--- src/rtl/sar_search.sv ---
// Successive-approximation search engine: binary-searches 0..2^WIDTH-1 by issuing
// guesses to an external responder that answers less/equal/greater per guess.
module sar_search #(
  parameter int WIDTH = 4
) (
  input  logic             clk,
  input  logic             rst,
  input  logic             start,
  input  logic             resp_valid,
  input  logic             less,
  input  logic             equal,
  input  logic             greater,
  output logic [WIDTH-1:0] guess,
  output logic             guess_valid,
  output logic             busy,
  output logic             done,
  output logic             found,
  output logic             error,
  output logic [WIDTH-1:0] result,
  output logic [WIDTH:0]   probes
);

  typedef enum logic [1:0] {
    IDLE  = 2'b00,
    PROBE = 2'b01,
    DONE  = 2'b10
  } state_t;

  localparam logic [WIDTH:0] ZERO_B = {(WIDTH+1){1'b0}};
  localparam logic [WIDTH:0] ONE_B  = {{WIDTH{1'b0}}, 1'b1};
  localparam logic [WIDTH:0] MAX_B  = {1'b0, {WIDTH{1'b1}}};

  // Bounds are WIDTH+1 bits wide, so lo+hi and guess+1 never wrap.
  function automatic logic [WIDTH-1:0] mid_of(input logic [WIDTH:0] a, input logic [WIDTH:0] b);
    return WIDTH'((a + b) >> 1);
  endfunction

  state_t           state_r, state_s;
  logic [WIDTH:0]   lo_r, lo_s, hi_r, hi_s;
  logic [WIDTH-1:0] guess_r, guess_s, result_r, result_s;
  logic [WIDTH:0]   probes_r, probes_s;
  logic             found_r, found_s, error_r, error_s;
  logic [WIDTH:0]   guess_ext_s, lo_up_s, hi_dn_s;
  logic             legal_s;

  assign guess_ext_s = {1'b0, guess_r};
  assign lo_up_s     = guess_ext_s + ONE_B;
  assign hi_dn_s     = guess_ext_s - ONE_B;
  assign legal_s     = ({less, equal, greater} == 3'b100) ||
                       ({less, equal, greater} == 3'b010) ||
                       ({less, equal, greater} == 3'b001);

  // Next-state and next-datapath decision.
  always_comb begin
    state_s  = state_r;
    lo_s     = lo_r;
    hi_s     = hi_r;
    guess_s  = guess_r;
    result_s = result_r;
    probes_s = probes_r;
    found_s  = found_r;
    error_s  = error_r;
    case (state_r)
      IDLE, DONE: begin
        if (start) begin
          state_s  = PROBE;
          lo_s     = ZERO_B;
          hi_s     = MAX_B;
          guess_s  = mid_of(ZERO_B, MAX_B);
          result_s = {WIDTH{1'b0}};
          probes_s = ZERO_B;
          found_s  = 1'b0;
          error_s  = 1'b0;
        end else begin
          state_s = state_r;
        end
      end
      PROBE: begin
        if (resp_valid) begin
          probes_s = probes_r + ONE_B;
          if (!legal_s) begin
            state_s = DONE;
            error_s = 1'b1;
          end else if (equal) begin
            state_s  = DONE;
            result_s = guess_r;
            found_s  = 1'b1;
          end else if (less) begin
            lo_s = lo_up_s;
            if (lo_up_s > hi_r) begin
              state_s = DONE;
            end else begin
              guess_s = mid_of(lo_up_s, hi_r);
            end
          end else begin
            // Greater at the low bound means the target is below the range.
            if (guess_ext_s == lo_r) begin
              state_s = DONE;
            end else begin
              hi_s    = hi_dn_s;
              guess_s = mid_of(lo_r, hi_dn_s);
            end
          end
        end else begin
          state_s = PROBE;
        end
      end
      default: begin
        state_s = IDLE;
      end
    endcase
  end

  // State and datapath registers with synchronous reset.
  always_ff @(posedge clk) begin
    if (rst) begin
      state_r  <= IDLE;
      lo_r     <= ZERO_B;
      hi_r     <= MAX_B;
      guess_r  <= {WIDTH{1'b0}};
      result_r <= {WIDTH{1'b0}};
      probes_r <= ZERO_B;
      found_r  <= 1'b0;
      error_r  <= 1'b0;
    end else begin
      state_r  <= state_s;
      lo_r     <= lo_s;
      hi_r     <= hi_s;
      guess_r  <= guess_s;
      result_r <= result_s;
      probes_r <= probes_s;
      found_r  <= found_s;
      error_r  <= error_s;
    end
  end

  assign guess       = guess_r;
  assign guess_valid = (state_r == PROBE);
  assign busy        = (state_r == PROBE);
  assign done        = (state_r == DONE);
  assign found       = found_r;
  assign error       = error_r;
  assign result      = result_r;
  assign probes      = probes_r;

endmodule

--- config.mk ---
export PLATFORM = sky130hd
export DESIGN_NAME = sar_search
export DESIGN_NICKNAME = d
export VERILOG_FILES = /design/src/rtl/sar_search.sv
export SDC_FILE = /design/constraint.sdc
export NUM_CORES = 1
export LEC_CHECK = 0
export ABC_AREA = 1
export CAP_MARGIN = 30
export CORE_UTILIZATION = 60
export DETAILED_ROUTE_END_ITERATION = 8
export PLACE_DENSITY_LB_ADDON = 0.15
export SLEW_MARGIN = 10
export SYNTH_ARGS = -nofsm -noshare
export SYNTH_HDL_FRONTEND = slang
export SYNTH_SLANG_ARGS = --single-unit
--- constraint.sdc ---
create_clock -name clk -period 4.9 [get_ports clk]
set_clock_uncertainty 0.1 [all_clocks]
set_input_delay 1.225 -clock clk [delete_from_list [all_inputs] [get_ports clk]]
set_output_delay 1.225 -clock clk [all_outputs]
set_load 0.05 [all_outputs]
; Word-level counts from Yosys, hierarchy flattened
; Cells that the tools add are included.
[totals]
ff_bits = 27
in_bits = 7
out_inout_bits = 18
word_cells = 89
[op_classes]
n_addsub = 5
n_lt_le_gt_ge = 1
n_eq_ne = 19
muxes = 44
reduce_logical = 12
[ops]
columns = operator, n
row1 = two-way mux 5 bit, 12
row2 = two-way mux 4 bit, 11
row3 = case mux 5 bit (2 select lines), 3
row4 = inequality test 2 bit (second input constant), 8
row5 = case mux 4 bit (2 select lines), 2
row6 = two-way mux 2 bit, 7
row7 = AND reduction 7 bit, 2
row8 = inequality test 6 x 5 -> 1 bit (second input constant), 2
row9 = adder 5 bit, 2
row10 = two-way mux 1 bit, 6
row11 = inequality test 3 bit (second input constant), 2
row12 = AND reduction 3 bit, 2
row13 = AND reduction 6 bit, 1
row14 = adder 4 x 1 -> 5 bit (second input constant), 1
row15 = adder 5 x 1 -> 5 bit (second input constant), 1
row16 = == test 4 x 5 -> 1 bit, 1
row17 = greater-than comparator 5 bit, 1
row18 = AND reduction 5 bit, 1
row19 = subtractor 4 x 1 -> 5 bit (second input constant), 1
row20 = case mux 1 bit (2 select lines), 2
row21 = case mux 2 bit (2 select lines), 1
row22 = AND reduction 4 bit, 1
row23 = == test 3 x 1 -> 1 bit (second input constant), 1
row24 = == test 3 x 2 -> 1 bit (second input constant), 1
row25 = 8 further kinds, 9

; Longest topological paths before layout
[logic_depth]
depth_word = 8
mapped_depth = 14

; Least setup slack after synthesis
; No wires, ideal clock.
[synth_timing]
path_kind = register to register
from = reg guess_r[0], in the netlist guess[0]
to = reg guess_r[3], in the netlist guess[3]
setup_time_ps = 113
arrival_time_ps = 2372
required_ps = 4687
setup_slack_ps = 2315
path_stages_with_launch = 12
n_path_buf = 0
cell_sequence = dfxtp_1 > inv_1 > ha_1 > inv_1 > fa_1 > nand3b_1 > nand3b_1 > nand3_1 > nand2_1 > nor2_1 > nor2_1 > nor2_1
[synth_via]
elab_chain_cells = 8
elab_cells_between_ends = 16
cone_classes = 4 x add/sub / 1 x order compare / 3 x eq/ne / 7 x mux / 1 x reduce/logical
[synth_rtl]
columns = item, line_no
row1 = start: declaration, 40  ; logic [WIDTH-1:0] guess_r, guess_s, result_r, result_s;
row2 = start signal: assignment, 120  ; guess_r <= {WIDTH{1'b0}};
row3 = start signal: assignment, 129  ; guess_r <= guess_s;
row4 = subtractor 4 x 1 -> 5 bit or adder 4 x 1 -> 5 bit (tied branches), "48, 47"
row5 = adder 5 bit, 35  ; return WIDTH'((a + b) >> 1);
row6 = "two-way mux 4 bit, on equally long branches", "97, 90"
row7 = two-way mux 4 bit, 88  ; end else if (less) begin
row8 = two-way mux 4 bit, 84  ; end else if (equal) begin
row9 = two-way mux 4 bit, 81  ; if (!legal_s) begin
row10 = two-way mux 4 bit, 79  ; if (resp_valid) begin
row11 = case mux 4 bit (2 select lines), 63  ; case (state_r)
; Parallel ways exist; a longest one is shown, timed or not. The select of a mux whose other input is x is not followed.
; A chain may end at the register's enable or synchronous reset.

; Final worst setup path
[layout_timing]
from = reg state_r[0]
to = out guess_valid
[layout_via]
elab_chain_cells = 1
[layout_rtl]
columns = item, line_no
row1 = start: declaration, 38  ; state_t state_r, state_s;
row2 = start signal: assignment, 126  ; state_r <= state_s;
row3 = == test 2 x 1 -> 1 bit, 138  ; assign guess_valid = (state_r == PROBE);
row4 = end: declaration, 14  ; output logic guess_valid,
; No other way between the ends.

==> impl_metrics.csv <==
group,metric,value,unit
run_status,status,"finished, final reports clean",
sta,fin_ws,1.58,ns
finish,layoutNonFillerInstCount,361,
synthesis,yosys.cell_types.count,34,
drt,dr.first_iter.drc_count,109,
clock_network,post_cts_buffers,0,
clock_network,cts_sinks,27,
sta,tightest_slew,0.505,ns
finish,syn_to_final_growth,14.0,%
flow_run,drv_cap,0,
power,total_power,649,µW
clock_network,holdBufCountCts,0,
power,swShare,0.437,
worst_setup_path,startpoint_type,"flip-flop",
placed_design,dp_worst_setup_slack,1.87,ns
synthesis,async_flop_share,0,
clock_network,insertion_delay,0.34,ns
power,p_comb_frac,0.450,
worst_setup_path,crit_type,"reg2out",
placed_design,gp_congestion,0.937,
global_routing,antenna_found_initial,0,
global_routing,grt_remaining_overflow,0,
synthesis,synth_area_per_cell,6.75,µm²
floorplan,die_x,59.6,µm
placed_design,portBuffers,24,
placed_design,dp.cells,357,
placed_design,dp_hpwl,3660,µm
power,p_leak,1.06,nW
sta,holdWs,0.370,ns
global_routing,track_usage,0.284,
finish,fin_util,0.732,
clock_network,clock_path_buffers,2,
floorplan,initial_utilization,0.642,
synthesis,synth_area_leaders,"dfxtp_1, nand2_1, ha_1",
finish,num_antenna_cells,0,
synthesis,syn_nets,320,
sta,fin_crit_sh,0.677,
sta,slew_violations,0,
power,pwr-share-clk,0.159,
floorplan,die_area,0.00355,mm²
sta,rsz0062_at_grt,"false",
drt,num_vias,1919,
clock_network,h-tree-depth,1,
floorplan,ios,25,
clock_network,clkSlewWorstSetupHoldPaths,0.16,ns
drt,postRouteAntennaNets,0,
sta,setup_viol,0,
floorplan,core_area,0.00310,mm²
global_routing,grt_pass1_vias,1723,
power,p_per_area,286,mW/mm²
clock_network,cts_buffers,3,
synthesis,netlist_area,0.00199,mm²
clock_network,cts_tree,"yes",
synthesis,synth.most_common_cell,"nand2_1",
power,seqPwrFrac,0.390,
synthesis,synth_largest_area_cell,"dfxtp_1",
worst_setup_path,arrival,1.99,ns
sta,max_clock_freq,301,MHz
power,p_sw,283,µW
clock_network,root_buffer,"clkbuf_4",
drt,wl_per_cell,12.7,µm
synthesis,yosysWarnings,0,
drt,drc_errors,0,
finish,design_area,0.00227,mm²
finish,fillers,280,
synthesis,ys_seq_area_frac,0.271,
finish,fin_nets,343,
drt,vias_per_cell,5.32,
finish,layout-drive-gt1-share,0.0726,
worst_setup_path,critPathRequiredTime,3.58,ns
synthesis,synthCells,295,
clock_network,postCtsResizedCells,0,
placed_design,place_area,0.00224,mm²
power,p_int,366,µW
synthesis,synth_edf_count,0,
sta,period_minus_slack,3.32,ns
global_routing,grt_max_degree,17,
min_path,hold_class,"reg2reg",
drt,drt-total-wl,4580,µm
synthesis,synth_top_area_frac,0.271,
sta,hold_viol,0,
synthesis,ys.flop_type,"dfxtp_1",
power,ir_drop,0.155,mV
worst_setup_path,cp-end-kind,"output port",
floorplan,fp-row-count,20,
global_routing,grt_pass1_wl,7600,µm
synthesis,synth.cells.most_frequent,"nand2_1, inv_1, nor2_1",
floorplan,dieHeight,59.6,µm
sta,tns,0,ns
worst_setup_path,crit_fanout,16,
sta,slew_headroom,0.662,
synthesis,synth-seq-cells,27,
drt,dr.pass1.iters,4,
[critical path, stage by stage, from the launching register on]
cell and delay [ns]:
dfxtp_1 0.47, inv_2 0.10, nor2_8 0.22, clkdlybuf4s50_1 0.85
[routing by layer]
metal	up-vias	wire length (µm)	GRT usage
li1	984	-	-
met5	-	0	0
met3	4	190	0.0284
met4	0	42	0.0831
met1	888	2190	0.393
met2	43	2150	0.469
[cell usage in the layout (no fill, tap or decap), types with 4 or more instances in the layout]
cell type and instances:
nand2_1 88, inv_1 34, nor2_1 33, a21oi_1 27, dfxtp_1 27, nand3_1 25
clkdlybuf4s50_1 24, ha_1 16, nand3b_1 4, o21ai_0 4
[state kept, by name (all words and copies together) (netlist names)]
| signal | flops |
|---|---|
| probes | 5 |
| error | 1 |
| hi_r | 5 |
| state_r | 2 |
| result | 4 |
| lo_r | 5 |
| found | 1 |
| guess | 4 |
[kinds of logic (layout without fill, tap and decap cells)]
group,count (synthesis),count (layout),share of synthesized area
compound gates,32,32,0.0817
xor+xnor,4,4,0.0176
fa+ha+maj,18,18,0.121
buf+inv,43,65,0.0930
flops,27,27,0.271
simple gates,171,171,0.416
[power by group through the flow]
| stage | combinational (mW) | sequential [mW] | clock, mW |
|---|---|---|---|
| final | 0.292 | 0.253 | 0.103 |
| after global placement | 0.283 | 0.257 | 0 |
| after detailed placement | 0.288 | 0.258 | 0 |
| after global routing | 0.330 | 0.255 | 0.116 |
| after floorplan | 0.203 | 0.274 | 0 |
| after CTS | 0.290 | 0.253 | 0.107 |
[layout make-up]
| type | instances | area, µm² | area share |
|---|---|---|---|
| clock buffers | 3 | 22.5 | 0.00992 |
| clock inverters | 1 | 7.51 | 0.00331 |
| inverters | 37 | 139 | 0.0612 |
| well taps | 44 | 55.1 | 0.0242 |
| multi-input cells | 225 | 1270 | 0.558 |
| repair buffers | 24 | 240 | 0.106 |
| flip-flops and latches | 27 | 541 | 0.238 |
[final timing paths]
check / start / endpoint / slack, ns / depth (start not counted)
max reg2reg: guess[0] / guess[3] / 2.19 / 12
min: result[2] / result[2] / 0.37 / 2
max: state_r[0] / guess_valid / 1.58 / 3
min reg2reg: result[2] / result[2] / 0.37 / 2
(Power assumes the default switching activity.)
